`src/rtl/arch_defs_pkg.sv`:
```
// Shared architecture definitions for the SAP computer: bus widths,
// opcode map and the seven-step instruction sequencer states.
package arch_defs_pkg;

    localparam int DATA_WIDTH = 8;
    localparam int ADDR_WIDTH = 4;

    typedef enum logic [3:0] {
        OP_NOP  = 4'h0,
        OP_LDA  = 4'h1,
        OP_ADD  = 4'h2,
        OP_SUB  = 4'h3,
        OP_STA  = 4'h4,
        OP_LDI  = 4'h5,
        OP_JMP  = 4'h6,
        OP_JC   = 4'h7,
        OP_JZ   = 4'h8,
        OP_JN   = 4'h9,
        OP_RSVA = 4'hA,
        OP_RSVB = 4'hB,
        OP_RSVC = 4'hC,
        OP_RSVD = 4'hD,
        OP_OUT  = 4'hE,
        OP_HLT  = 4'hF
    } opcode_e;

    typedef enum logic [2:0] {
        T0 = 3'd0,
        T1 = 3'd1,
        T2 = 3'd2,
        T3 = 3'd3,
        T4 = 3'd4,
        T5 = 3'd5,
        T6 = 3'd6
    } step_e;

    function automatic step_e next_step(input step_e s);
        case (s)
            T0:      return T1;
            T1:      return T2;
            T2:      return T3;
            T3:      return T4;
            T4:      return T5;
            T5:      return T6;
            default: return T0;
        endcase
    endfunction

endpackage

```
`src/rtl/program_counter.sv`:
```
// Program counter: increments modulo 2**WIDTH or loads a jump target.
module program_counter #(
    parameter int WIDTH = arch_defs_pkg::ADDR_WIDTH
) (
    input  logic             clk,
    input  logic             reset,
    input  logic             inc_i,
    input  logic             load_i,
    input  logic [WIDTH-1:0] load_val_i,
    output logic [WIDTH-1:0] counter_out
);

    always_ff @(posedge clk) begin
        if (reset) begin
            counter_out <= '0;
        end else if (load_i) begin
            counter_out <= load_val_i;
        end else if (inc_i) begin
            counter_out <= counter_out + 1'b1;
        end
    end

endmodule

```
`src/rtl/ram.sv`:
```
// Program/data memory: synchronous write, combinational read, no reset so
// a preloaded image survives CPU resets.
module ram
    import arch_defs_pkg::*;
#(
    parameter int AW = ADDR_WIDTH,
    parameter int DW = DATA_WIDTH
) (
    input  logic          clk,
    input  logic          we_i,
    input  logic [AW-1:0] addr_i,
    input  logic [DW-1:0] wdata_i,
    output logic [DW-1:0] rdata_o
);

    logic [DW-1:0] mem [0:(1<<AW)-1];

    always_ff @(posedge clk) begin
        if (we_i) begin
            mem[addr_i] <= wdata_i;
        end
    end

    assign rdata_o = mem[addr_i];

    task automatic dump(input logic [AW-1:0] addr, output logic [DW-1:0] data);
        data = mem[addr];
    endtask

endmodule

```
`src/rtl/register_nbit.sv`:
```
// Generic load-enabled register used for the A, B and output registers.
module register_nbit #(
    parameter int WIDTH = arch_defs_pkg::DATA_WIDTH
) (
    input  logic             clk,
    input  logic             reset,
    input  logic             load_i,
    input  logic [WIDTH-1:0] data_i,
    output logic [WIDTH-1:0] latched_data
);

    always_ff @(posedge clk) begin
        if (reset) begin
            latched_data <= '0;
        end else if (load_i) begin
            latched_data <= data_i;
        end
    end

endmodule

```
`src/rtl/sap_computer.sv`:
```
// SAP-style 8-bit CPU: seven-step fetch/decode/execute sequencer, inline
// ALU and flag logic, with A/B/O registers, PC and RAM as sub-blocks.
module sap_computer #(
    parameter int DATA_WIDTH = arch_defs_pkg::DATA_WIDTH,
    parameter int ADDR_WIDTH = arch_defs_pkg::ADDR_WIDTH
) (
    input  logic                  clk,
    input  logic                  reset,
    output logic [DATA_WIDTH-1:0] out_val,
    output logic                  flag_zero_o,
    output logic                  flag_carry_o,
    output logic                  flag_negative_o
);
    import arch_defs_pkg::*;

    logic [ADDR_WIDTH-1:0] pc_value;
    logic [ADDR_WIDTH-1:0] mar_q;
    logic [DATA_WIDTH-1:0] ir_q;
    step_e                 step_q;
    logic                  halt_q;
    logic                  carry_q;
    logic                  zero_q;
    logic                  negative_q;

    logic [DATA_WIDTH-1:0] a_value;
    logic [DATA_WIDTH-1:0] b_value;
    logic [DATA_WIDTH-1:0] o_value;
    logic [DATA_WIDTH-1:0] ram_rdata;

    opcode_e               op;
    logic [ADDR_WIDTH-1:0] operand;
    logic                  mem_op;

    assign op      = opcode_e'(ir_q[DATA_WIDTH-1 -: 4]);
    assign operand = ir_q[ADDR_WIDTH-1:0];
    assign mem_op  = op inside {OP_LDA, OP_ADD, OP_SUB, OP_STA};

    // Nine-bit sum/difference; bit DATA_WIDTH is carry-out or borrow.
    logic [DATA_WIDTH:0] sum_w;
    logic [DATA_WIDTH:0] diff_w;

    assign sum_w  = {1'b0, a_value} + {1'b0, b_value};
    assign diff_w = {1'b0, a_value} - {1'b0, b_value};

    logic                  run;
    logic                  take_branch;
    logic                  writes_a;
    logic [DATA_WIDTH-1:0] a_d;
    logic                  carry_d;
    logic                  pc_inc;
    logic                  pc_load;
    logic                  a_load;
    logic                  b_load;
    logic                  o_load;
    logic                  ram_we;

    always_comb begin
        run         = !halt_q;
        take_branch = 1'b0;
        writes_a    = 1'b0;
        a_d         = ram_rdata;
        carry_d     = 1'b0;

        case (op)
            OP_JMP:  take_branch = 1'b1;
            OP_JC:   take_branch = carry_q;
            OP_JZ:   take_branch = zero_q;
            OP_JN:   take_branch = negative_q;
            default: take_branch = 1'b0;
        endcase

        case (op)
            OP_LDA: begin
                writes_a = 1'b1;
                a_d      = ram_rdata;
                carry_d  = 1'b0;
            end
            OP_ADD: begin
                writes_a = 1'b1;
                a_d      = sum_w[DATA_WIDTH-1:0];
                carry_d  = sum_w[DATA_WIDTH];
            end
            OP_SUB: begin
                writes_a = 1'b1;
                a_d      = diff_w[DATA_WIDTH-1:0];
                carry_d  = !diff_w[DATA_WIDTH];
            end
            OP_LDI: begin
                writes_a = 1'b1;
                a_d      = DATA_WIDTH'(ir_q[3:0]);
                carry_d  = 1'b0;
            end
            default: writes_a = 1'b0;
        endcase

        pc_inc  = run && (step_q == T1);
        pc_load = run && (step_q == T3) && take_branch;
        o_load  = run && (step_q == T3) && (op == OP_OUT);
        ram_we  = run && (step_q == T4) && (op == OP_STA);
        b_load  = run && (step_q == T4) && (op inside {OP_ADD, OP_SUB});
        a_load  = run && (step_q == T5) && writes_a;
    end

    always_ff @(posedge clk) begin
        if (reset) begin
            mar_q      <= '0;
            ir_q       <= '0;
            step_q     <= T0;
            halt_q     <= 1'b0;
            carry_q    <= 1'b0;
            zero_q     <= 1'b0;
            negative_q <= 1'b0;
        end else if (run) begin
            case (step_q)
                T0:      mar_q <= pc_value;
                T1:      ir_q  <= ram_rdata;
                T3:      if (mem_op) mar_q <= operand;
                default: ;
            endcase

            if (a_load) begin
                carry_q    <= carry_d;
                zero_q     <= (a_d == '0);
                negative_q <= a_d[DATA_WIDTH-1];
            end

            // HLT parks the sequencer at T3 with PC already incremented.
            if ((step_q == T3) && (op == OP_HLT)) begin
                halt_q <= 1'b1;
            end else begin
                step_q <= next_step(step_q);
            end
        end
    end

    program_counter #(
        .WIDTH (ADDR_WIDTH)
    ) u_program_counter (
        .clk         (clk),
        .reset       (reset),
        .inc_i       (pc_inc),
        .load_i      (pc_load),
        .load_val_i  (operand),
        .counter_out (pc_value)
    );

    ram #(
        .AW (ADDR_WIDTH),
        .DW (DATA_WIDTH)
    ) u_ram (
        .clk     (clk),
        .we_i    (ram_we),
        .addr_i  (mar_q),
        .wdata_i (a_value),
        .rdata_o (ram_rdata)
    );

    register_nbit #(
        .WIDTH (DATA_WIDTH)
    ) u_register_A (
        .clk          (clk),
        .reset        (reset),
        .load_i       (a_load),
        .data_i       (a_d),
        .latched_data (a_value)
    );

    register_nbit #(
        .WIDTH (DATA_WIDTH)
    ) u_register_B (
        .clk          (clk),
        .reset        (reset),
        .load_i       (b_load),
        .data_i       (ram_rdata),
        .latched_data (b_value)
    );

    register_nbit #(
        .WIDTH (DATA_WIDTH)
    ) u_register_o (
        .clk          (clk),
        .reset        (reset),
        .load_i       (o_load),
        .data_i       (a_value),
        .latched_data (o_value)
    );

    assign out_val         = o_value;
    assign flag_zero_o     = zero_q;
    assign flag_carry_o    = carry_q;
    assign flag_negative_o = negative_q;

endmodule

```
`config.mk`:
```
export PLATFORM = sky130hd
export DESIGN_NAME = sap_computer
export DESIGN_NICKNAME = d
export VERILOG_FILES = /design/src/rtl/arch_defs_pkg.sv /design/src/rtl/program_counter.sv /design/src/rtl/ram.sv /design/src/rtl/register_nbit.sv /design/src/rtl/sap_computer.sv
export SDC_FILE = /design/constraint.sdc
export NUM_CORES = 1
export LEC_CHECK = 0
export CORE_MARGIN = 2
export CORE_UTILIZATION = 25
export DETAILED_ROUTE_END_ITERATION = 10
export PLACE_DENSITY_LB_ADDON = 0.3
export RECOVER_POWER = 100
export SYNTH_ARGS = -nofsm -noshare
export SYNTH_HDL_FRONTEND = slang
export SYNTH_SLANG_ARGS = --single-unit
```
`constraint.sdc`:
```
create_clock -name clk -period 7.57 [get_ports clk]
set_input_delay 1.514 -clock clk [delete_from_list [all_inputs] [get_ports clk]]
set_output_delay 1.514 -clock clk [all_outputs]
set_load 0.05 [all_outputs]
```
Word level (Yosys, flattened, before mapping)
Memories as Yosys holds them, arrays and structs flattened. A register that Yosys moved wholly into a read port is not among the register bits.
Cells that the tools add are included.
Widths: inputs -> output; s select.
Word-level totals
  register bits after elaboration: 47
  memories: 1
  input bits: 2
  RAM bits: 128
  word-level logic and storage cells: 72
Memories
  u_ram.mem: depth 16, bits a word 8, rd ports 1, clocked after Yosys merged registers in 1, write ports 1, line ram.sv:16  | logic [DW-1:0] mem [0:(1<<AW)-1];
Cells by class
  mux-type cells: 15
  eq/ne operators: 17
  reduce and logical (&&, ||, !) cells: 23
  add/subtract/negate cells: 3
  bitwise gates (word level): 2
Operator list (count)
  $pmux 8 s3: 1
  $mux 4: 5
  $pmux 3 s6: 1
  $eq 4x3->1 const B: 4
  $eq 4x4->1 const B: 4
  $logic_and 1x1->1: 10
  $add 8x8->9: 1
  $sub 8x8->9: 1
  $eq 4x2->1 const B: 2
  $logic_not 8->1: 1
  $pmux 4 s2: 1
  $eq 3x2->1 const B: 2
  $eq 3x3->1 const B: 2
  $reduce_and 2->1: 3
  $reduce_bool 2->1: 3
  $mux 1: 5
  $add 4x1->4 const B: 1
  $eq 4x1->1 const B: 1
  $pmux 1 s4: 1
  $reduce_bool 4->1: 1
  $reduce_or 4->1: 1
  $eq 3x1->1 const B: 1
  $logic_not 3->1: 1
  $reduce_and 3->1: 1
  4 further kinds: 6

Depth between registers and ports, before layout
Gate-level depths: netlist (run 1).
  depth in word-level cells: 6
  mapped depth: 11

Modules after synthesis
A second synthesis (run 1) with hierarchy kept.
Second synthesis, totals
  cell total of the unflattened synthesis: 578
  area total of the unflattened synthesis: 7870.0 um^2
By module, submodules not included
  ram: seq. area each 3843.7 um^2, area each 4907.2 um^2, cells each 222, instances 1
  sap_computer: seq. area each 380.4 um^2, area each 1901.8 um^2, cells each 256, instances 1
  register_nbit: seq. area each 160.2 um^2, area each 285.3 um^2, cells each 26, instances 3
  program_counter: seq. area each 80.1 um^2, area each 205.2 um^2, cells each 22, instances 1

Worst setup path after synthesis (run 1)
No wires, ideal clock.
  kind: register to register
  start: register u_register_A.latched_data[2]
  end: register zero_q, in the netlist flag_zero_o
  cell stages (with the launch flop): 10
  data arrival time: 2356 ps
  data required time: 7474 ps
  slack: 5119 ps
  path through: dfxtp_1 ha_1 clkbuf_1 nor3_1 o21ai_1 and4_1 or4_1 nand3_1 nand2_1 o41ai_2
Between the ends
  longest elaborated chain between the ends: 3
  elaborated cells on any way between the ends: 4
  those cells by class: add/sub: 2; mux: 1; reduce/logical: 1
Ends and longest elaborated chain
  from (decl): line register_nbit.sv:9  | output logic [WIDTH-1:0] latched_data
  from (signal assigned): line register_nbit.sv:16  | latched_data <= data_i;
  $sub 8x8->9 / $add 8x8->9 (equally long branches): line sap_computer.sv:43, sap_computer.sv:42
  $pmux 8 s3 *: line sap_computer.sv:72  | case (op)
  $logic_not 8->1 *: line sap_computer.sv:123  | zero_q <= (a_d == '0);
  to (signal assigned): line sap_computer.sv:123
  to (decl): line sap_computer.sv:22  | logic zero_q;
Mark *: on every way between the ends. The rest lies on a longest branch, timed or not.
A chain may end at the register's enable or synchronous reset.

==> results.md, run 1 <==
* Setup bufs post-CTS at 0
* Final WS setup at 4.27 ns
* Drt wl/cell at between 15 and 20 um
* Top FF cell, synth: edfxtp_1
* Clock Pin Slew Worst Setup and Hold Paths at approximately 0.070 ns
* GR Overflow Total at 0
* Power Internal at around 0.0016 W
* R2R setup slack at ~4.5 ns
* DRT Pass-1 Iters at 4
* WHS at ~0.50 ns
* Hold wc startpoint: flag_carry_o
* Cell depth of the worst flop-to-flop path at 4
* Sequential Power Share at 0.513
* Synth cell types at 63
* Placed inst area at 8430 um2
* Synth-to-layout area growth at 13.2%
* Inserted Clock Buffers at 17
* Worst slack, placed at roughly 4.7 ns
* Initial DRC Count at about 380
* Global-route wire length before repair at between 20 and 30 mm
* CP arrival at 3.61 ns
* Mean area per synthesized cell at 14.0 um2
* Fmax at between 0.3 and 0.4 GHz
* Clock Skew at around 0.011 ns
* Synthesized flop and latch total at ~180
* DRC viols at 0
* Leakage at just under 3 nW
* Critical path class: in2reg
* Syn Inst Count at 567
* WP data required at 7.88 ns
* Slew margin rel. at -0.467
* # fillers at 3162
* Max Cap Viol at 3
* Worst-skew pair later-pin latency at around 0.43 ns
* Min Tclk post-route at roughly 3.3 ns
* Startpoint Class: input port
* Ports at 13
* Die area at 33200 um2
* Die Wd at 182 um
* Starting Density at 0.253
* Routed via count at about 4500
* # rows at 65
* Switching Power at ~0.00054 W
* Die Ht at between 150 and 200 um
* RSZ-0062 raised after global routing: false
* Seq/Total Area, Yosys at 0.613
* Post-CTS Hold Buffers at 0
* Final instance area at 8990 um2
* Violated checks: max-capacitance violations, max-slew violations
* Tcrit/Tclk final at 0.436
* PostCTS Resize Cnt at 0
* Worst-margin pin slew at ~2.2 ns
* Setup TNS at 0 ns
* CP Capture Type: flop
* CP max stage cell: clkbuf_1
* # setup viols final at 0
* Post-synth EDFFs at between 100 and 150
* WL final at ~18 mm
* CTS Buffer Depth at 2
* Hold endpoint: flag_carry_o
* Fin. Hold Viols at 0
* Initial antenna violation count at 0
* Share of layout cells above drive strength 1 at 0.126
* Synth warn at 0
* Post-DRT Antenna Nets at 0
* Reg-to-reg critical path endpoint: u_ram.mem[12][7]
* FFs w/ async S/R, synth at 0
* Post-layout nets at 594
* Pwr Total at approximately 0.0021 W
* Switch share at 0.257
* Root buf cell: clkbuf_16
* CTS Sinks at 179
* Power share of the combinational group at 0.078
* TritonCTS clock tree: yes
* Tot GR Track Use at 0.115
* Clock network fraction of total power at 0.409
* Synth Cell Area at a little under 8000 um2
* CP cell instances: clkbuf_1, inv_1, nand3_1, o41ai_1
* Worst stage delay on the critical path at 1.55 ns
* GP Congestion at 0.816
* Power per cell area at 235 nW/um2
* HPWL Detailed at 12.0 mm
* Vias in the first global route at between 4000 and 5000
* CTS HTree Levels at 4
* Worst vdd ir at roughly 130 uV
* DR vias/cell at 4.58
* Hold crit path type: reg2reg
* Pins Over Slew Limit at 65
* R2r startpoint: step_q[2]
* Number of I/O port buffers at 12
* Outcome: finished with violations
* Core box area at around 31000 um2
* Largest net degree at the start of global routing at 47
* Syn_nets at between 500 and 600
* # diodes at 0
* Hold depth at 2
* CP max FO at 46
-- critical path, delay by kind of cell --
family / cells / cell delay, ns
AOI/OAI and AO/OA: 1 / 0.08
buffers and inverters: 2 / 1.81
and+or+nand+nor: 1 / 0.20
-- per-stage QoR --
step | util | instances
6_report | 0.286 | 987
5_1_grt | 0.286 | 987
4_1_cts | 0.287 | 987
3_5_place_dp | 0.269 | 955
3_3_place_gp | 0.269 | 955
2_1_floorplan | - | 567
-- placed cells by master, fill, tap and decap left out, drive strengths merged, types with 3 or more instances in the layout --
cell type	instances
a211oi	11
a21oi	25
a311oi	4
a31oi	4
buf	4
clkbuf	21
clkinv	6
dfxtp	51
dlygate4sd3	11
edfxtp	128
ha	18
inv	25
mux2	4
mux2i	31
mux4	36
nand2	38
nand2b	5
nand3	9
nor2	67
nor2b	6
nor3	13
o211ai	4
o21ai	9
o21bai	3
o22ai	4
o31ai	3
or2	4
xnor2	5
-- power groups by stage --
stage | sequential (W) | combinational (W) | clock, W
floorplan | 0.00108 | 0.000152 | 0
global placement | 0.00110 | 0.000169 | 0
detailed placement | 0.00110 | 0.000168 | 0
CTS | 0.00108 | 0.000169 | 0.000881
global route | 0.00108 | 0.000182 | 0.000920
finish | 0.00108 | 0.000165 | 0.000862
-- area by class of cell --
| type | count | area, um2 | share of cell area |
|---|---|---|---|
| sequential | 179 | 4870 | 0.541 |
| multi-input combinational | 338 | 2810 | 0.313 |
| tap | 402 | 503 | 0.0560 |
| clock buffer | 17 | 425 | 0.0473 |
| clock inverter | 15 | 159 | 0.0177 |
| timing repair buffer | 19 | 155 | 0.0173 |
| inverter | 17 | 63.8 | 0.00710 |
-- synthesized netlist by cell type (all sizes together) (3+ instances only) --
cell type	n	area, um2
or2	4	25.0
dfxtp	51	1020
a21oi	25	125
nand2	38	143
nand3	9	45.0
mux4	36	841
xnor2	5	43.8
ha	18	225
a31oi	4	25.0
o21ai	9	48.8
edfxtp	128	3840
o21bai	3	22.5
mux2i	31	310
o211ai	4	30.0
nor3	13	65.1
buf	18	129
nor2	67	251
o31ai	3	22.5
a211oi	11	87.6
inv	17	63.8
clkbuf	15	56.3
a311oi	4	35.0
nand2b	5	31.3
nor2b	6	37.5
o22ai	4	25.0
mux2	4	45.0
-- metal layers --
layer | vias to the layer above | track usage | routed length, um
li1 | 2167 | - | -
met1 | 2267 | 0.157 | 8870
met2 | 74 | 0.182 | 8470
met3 | 16 | 0.0186 | 480
met4 | 0 | 0.0455 | 327
met5 | - | 0 | 0
-- worst max-delay path by stage --
stage | start | end
after detailed placement | flop | flag_zero_o
after global placement | u_register_A.latched_data[0] | flag_zero_o
after global routing | reset | flag_zero_o
after CTS | u_register_o.latched_data[1] | out_val[1]
final | reset | flag_zero_o
after floorplan | u_register_A.latched_data[2] | flag_zero_o
-- registers in the layout, indices dropped and copies added (netlist names), 3 cells and up, named ones only --
signal,cells
mar_q,4
u_register_A.latched_data,8
ir_q,8
u_program_counter.counter_out,4
u_register_o.latched_data,8
u_register_B.latched_data,8
u_ram.mem,128
step_q,3
-- cell families (layout without fill, tap and decap cells) --
| family | after synthesis | count (layout) | synth area share |
|---|---|---|---|
| xor gates and xnor gates | 6 | 6 | 0.00662 |
| and+or+nand+nor | 162 | 162 | 0.0973 |
| buffers and inverters | 50 | 68 | 0.0314 |
| muxes | 71 | 71 | 0.151 |
| DFF | 179 | 179 | 0.613 |
| adders and majority gates | 20 | 20 | 0.0334 |
| AOI/OAI and AO/OA | 79 | 79 | 0.0675 |
Note: power is estimated with default switching activity, not from simulation.
==> run 2: changes to the inputs <==
==> constraint.sdc (replaced) <==
create_clock -name clk -period 2.93 [get_ports clk]
set_input_delay 0.586 -clock clk [delete_from_list [all_inputs] [get_ports clk]]
set_output_delay 0.586 -clock clk [all_outputs]
set_load 0.05 [all_outputs]
==> run 2 against run 1 <==
The flow now finishes without violations. Wire length is 5.8% higher. Critical endpoint is now u_ram.mem[1][5]. Critical path depth is 2 higher. Cell count grew 3.6%. Global-route usage increased by 0.57 points. Die area did not move. Critical path type is now reg2reg.
==> results.md, run 2 (same netlist as run 1, synthesis figures left out) <==
* Post-DRT Antenna Nets at 0
* PostCTS Resize Cnt at 0
* WL final at around 19 mm
* Startpoint Class: flop
* Clock Skew at approximately 0.011 ns
* Starting Density at 0.253
* Critical path class: reg2reg
* Final WS setup at approximately 0.36 ns
* Hold crit path type: reg2reg
* Most flop-heavy register: u_ram.mem
* Largest net degree at the start of global routing at 34
* Ports at 13
* WP data required at about 3 ns
* CTS Sinks at roughly 180
* Sequential Power Share at 0.511
* HPWL Detailed at 13.3 mm
* Power share of the combinational group at 0.087
* Post-CTS Hold Buffers at 0
* Met1 Usage GRT at 0.163
* Drt wl/cell at about 19 um
* Number of I/O port buffers at 12
* Inserted Clock Buffers at 17
* CP Capture Type: flop
* Synth-to-layout area growth at 15.4%
* Min Tclk post-route at ~2.6 ns
* CP arrival at 2.63 ns
* Core box area at ~31000 um2
* Initial DRC Count at 438
* Global-route wire length before repair at just under 30 mm
* GP Congestion at roughly 0.79
* Commonest non-fill, non-tap cell in the layout: edfxtp_1
* Tcrit/Tclk final at 0.877
* CTS HTree Levels at 4
* RSZ-0062 raised after global routing: false
* Leakage at about 3.1 nW
* Routed via count at around 4800
* Die Ht at approximately 180 um
* Initial antenna violation count at 0
* # setup viols final at 0
* Power Internal at roughly 0.004 W
* Share of layout cells above drive strength 1 at 0.138
* DR vias/cell at roughly 4.7
* Most frequent cells in the layout: edfxtp_1, nor2_1, dfxtp_1
* Clock network fraction of total power at 0.402
* Fmax at between 0.3 and 0.4 GHz
* Switch share at 0.252
* CP max FO at 10
* TritonCTS clock tree: yes
* Worst-skew pair later-pin latency at between 0.4 and 0.5 ns
* GRT met2 Usage at 0.198
* DRT Pass-1 Iters at 5
* Vias in the first global route at ~4800
* Slew margin rel. at 0.391
* Clock Pin Slew Worst Setup and Hold Paths at about 0.070 ns
* Power per cell area at 592 nW/um2
* Max Cap Viol at 0
* Setup bufs post-CTS at 0
* Outcome: completed
* # rows at between 60 and 70
* Post-layout nets at 630
* Worst setup startpoint: step_q[2]
* R2r startpoint: step_q[2]
* Tot GR Track Use at 0.120
* Worst vdd ir at around 340 uV
* Hold wc startpoint: flag_carry_o
* Fin. Hold Viols at 0
* # diodes at 0
* GRT busiest layer: met2
* DRC viols at 0
* GR Overflow Total at 0
* Max reg flops at around 130
* Root buf cell: clkbuf_16
* Setup TNS at 0 ns
* Switching Power at 0.00137 W
* Worst-margin pin slew at around 0.9 ns
* Die Wd at about 180 um
* Pins Over Slew Limit at 0
* CTS Buffer Depth at 2
* Die area at approximately 33000 um2
* Worst slack, placed at roughly 0.37 ns
* GR Util met3 at 0.0243
-- run 2: path summary, 6_finish.rpt --
path                endpoint  slack (ns)  cells past startpoint
max reg2reg  u_ram.mem[1][5]        0.36                      6
min reg2reg     flag_carry_o        0.49                      2
max          u_ram.mem[1][5]        0.36                      6
min             flag_carry_o        0.49                      2
-- run 2: power by group through the flow --
stage | Combinational [W] | Sequential (W) | Clock (W)
floorplan | 0.000392 | 0.00279 | 0
global placement | 0.000480 | 0.00282 | 0
detailed placement | 0.000483 | 0.00283 | 0
CTS | 0.000485 | 0.00277 | 0.00224
global route | 0.000519 | 0.00277 | 0.00235
finish | 0.000473 | 0.00277 | 0.00218
-- run 2: area by class of cell --
class	instances	area, um2
clock buffers	18	429
fillers	3182	22200
clock inverters	14	134
flip-flops and latches	179	4870
well taps	402	503
repair buffers	55	352
multi-input cells	338	2810
inverters	17	63.8
-- run 2: per-layer routing --
metal | share of wire | wire length, um
met4 | 0.010 | 192
met3 | 0.034 | 657
met2 | 0.48 | 9170
met5 | 0 | 0
met1 | 0.48 | 9180
-- run 2: worst max-delay path, cell delays in order (launching register included) --
cell and delay [ns]:
dfxtp_1 0.48, nor4b_1 0.37, and3_1 0.30, nor2b_1 0.19, nand2b_1 0.14, nor2_1 0.11, clkbuf_1 0.61
-- run 2: metrics by stage --
stage | power (W) | instance area [um2] | hold WS (ns) | instances | util
after global routing | 0.00564 | 9160 | 0.510 | 1023 | 0.292
after floorplan | 0.00318 | 7940 | 0.450 | 567 | -
after global placement | 0.00330 | 8700 | 0.491 | 991 | 0.277
after detailed placement | 0.00331 | 8700 | 0.481 | 991 | 0.277
final | 0.00542 | 9160 | 0.491 | 1023 | 0.292
after CTS | 0.00549 | 9270 | 0.492 | 1023 | 0.295
==> run 3: changes to the inputs <==
--- a/config.mk
+++ b/config.mk
@@ -8,6 +8,7 @@
 export CORE_MARGIN = 2
 export CORE_UTILIZATION = 25
 export DETAILED_ROUTE_END_ITERATION = 10
+export HOLD_SLACK_MARGIN = 0.03
 export PLACE_DENSITY_LB_ADDON = 0.3
 export RECOVER_POWER = 100
 export SYNTH_ARGS = -nofsm -noshare
==> constraint.sdc (replaced) <==
create_clock -name clk -period 2.34 [get_ports clk]
set_input_delay 0.468 -clock clk [delete_from_list [all_inputs] [get_ports clk]]
set_output_delay 0.468 -clock clk [all_outputs]
set_load 0.05 [all_outputs]
==> run 3 against run 2 <==
Sequential share of layout area shrank 4.0 points. Sequential cell count unchanged. Largest power group unchanged. First-iteration DRC count is 37% lower. Clock power increased by 31%. Utilization rose by 2.5 points. Hold slack better by 0.0045 ns. Total power increased by 32%. Critical path depth up 4. Critical path type unchanged. Non-clock buffer count increased by 52. Worst setup slack worse by 0.33 ns. Count of clock-buffer cells in the layout up 1.
==> results.md, run 3 (same netlist as run 1, synthesis figures left out) <==
* Outcome: completed
* # diodes at 0
* Drt wl/cell at roughly 18 um
* Worst stage delay on the critical path at approximately 0.37 ns
* Critical path class: reg2reg
* CP Capture Type: flop
* Tot GR Track Use at 0.121
* Ports at 13
* CP max FO at 3
* Tcrit/Tclk final at 0.988
* # rows at 65
* Core box area at 31400 um2
* Startpoint Class: flop
* Share of layout cells above drive strength 1 at 0.299
* Commonest non-fill, non-tap cell in the layout: edfxtp_1
* Fin. Hold Viols at 0
* TritonCTS clock tree: yes
* Min Tclk post-route at 2.31 ns
* Global-route wire length before repair at ~30 mm
* Final WS setup at 0.0284 ns
* Synth-to-layout area growth at 25.1%
* Slew margin rel. at 0.427
* Clock Skew at 0.0113 ns
* Most flop-heavy register: u_ram.mem
* Largest net degree at the start of global routing at 23
* WL final at roughly 19 mm
* Buf/Inv on CP at 1
* GP Congestion at 0.841
* Hold crit path type: in2reg
* Worst vdd ir at between 300 and 400 uV
* CP cell instances: ha_4, fa_2, nor3b_4, nor3_2, buf_4, o311ai_4, o22ai_2, xnor2_1, o21ai_2, o41ai_2
* HPWL Detailed at approximately 13 mm
* RSZ-0062 raised after global routing: true
* Inserted Clock Buffers at 17
* R2R setup slack at 0.03 ns
* CP max stage cell: dfxtp_4
* Most frequent cells in the layout: edfxtp_1, buf_4, nor2_1
* Initial antenna violation count at 0
* Crit-path leading delay family: compound AO/OA/AOI/OAI gates
* Worst slack, placed at -0.0189 ns
* Number of I/O port buffers at 12
* DR vias/cell at around 4.6
* Starting Density at 0.253
* Post-DRT Antenna Nets at 0
* DRC viols at 0
* Post-layout nets at between 600 and 700
* Clock Pin Slew Worst Setup and Hold Paths at about 0.070 ns
* Die area at 33200 um2
* Initial DRC Count at 276
* DRT Pass-1 Iters at 5
* Max Cap Viol at 0
* Power per cell area at 719 nW/um2
* Post-CTS Hold Buffers at 0
* Worst-skew pair later-pin latency at 0.43 ns
* # setup viols final at 0
* Pins Over Slew Limit at 0
* Vias in the first global route at 4937
* CTS HTree Levels at 4
* GR Overflow Total at 0
* CTS Sinks at approximately 180
* Root buf cell: clkbuf_16
* CP arrival at 2.65 ns
* Leakage at around 3.5 nW
* Layout Utilization at 0.316
* Routed via count at between 4000 and 5000
* CTS Buffer Depth at 2
* Max reg flops at about 130
* Die Wd at approximately 180 um
* Fmax at around 0.43 GHz
* WP data required at approximately 2.7 ns
* Setup TNS at 0 ns
* Die Ht at roughly 180 um
* Worst-margin pin slew at 0.859 ns
## run 3: cell count changes in the layout (fill, tap and decap cells not counted), sizes merged
cell / before / now
clkdlybuf4s50: 0 / 11
bufinv: 0 / 2
buf: 17 / 90
dlygate4sd3: 11 / 0
inv: 25 / 22
clkbuf: 45 / 25
## run 3: routing by layer
layer,share of wire,vias up,wire length (um),global-route usage
li1,-,2341,-,-
met1,0.48,2427,9360,0.167
met2,0.47,113,9160,0.191
met3,0.031,24,614,0.0206
met4,0.019,0,364,0.0474
met5,0,-,0,0
## run 3: power breakdown
group	total (W)	switching [W]	internal, W
combinational	0.000827	0.000409	0.000418
clock	0.00286	0.00127	0.00159
sequential	0.00345	0.0000530	0.00339
total	0.00713	0.00173	0.00540
## run 3: cell type report
type	instances	area [um2]
Clock inverter	13	145
Tap cell	402	503
Fill cell	3138	21500
Multi-Input combinational cell	338	3010
Inverter	17	66.3
Clock buffer	19	433
Sequential cell	179	4880
Timing Repair Buffer	107	897
## run 3: repair_timing
action                     in CTS  in global routing
setup buffers                   1                 15
setup endpoints to repair       1                  8
hold endpoints to repair        0                  0
resized for setup               6                 49
cloned                          0                  1
pin swaps                       2                 19
## run 3: worst paths after layout
check                               startpoint                            to  cells after the start
hold / removal                           reset  u_register_o.latched_data[5]                      2
setup reg to reg  u_register_B.latched_data[0]                   flag_zero_o                     10
setup / recovery  u_register_B.latched_data[0]                   flag_zero_o                     10
hold reg to reg   u_register_o.latched_data[3]  u_register_o.latched_data[3]                      2
## run 3: stage by stage
step	std cells	power, W	instance area (um2)	hold WS, ns
after global routing	1075	0.00739	9930	0.518
after global placement	1026	0.00424	9020	0.482
after CTS	1059	0.00710	9630	0.482
after detailed placement	1026	0.00425	9020	0.483
final	1075	0.00713	9930	0.495
after floorplan	567	0.00398	7940	0.450
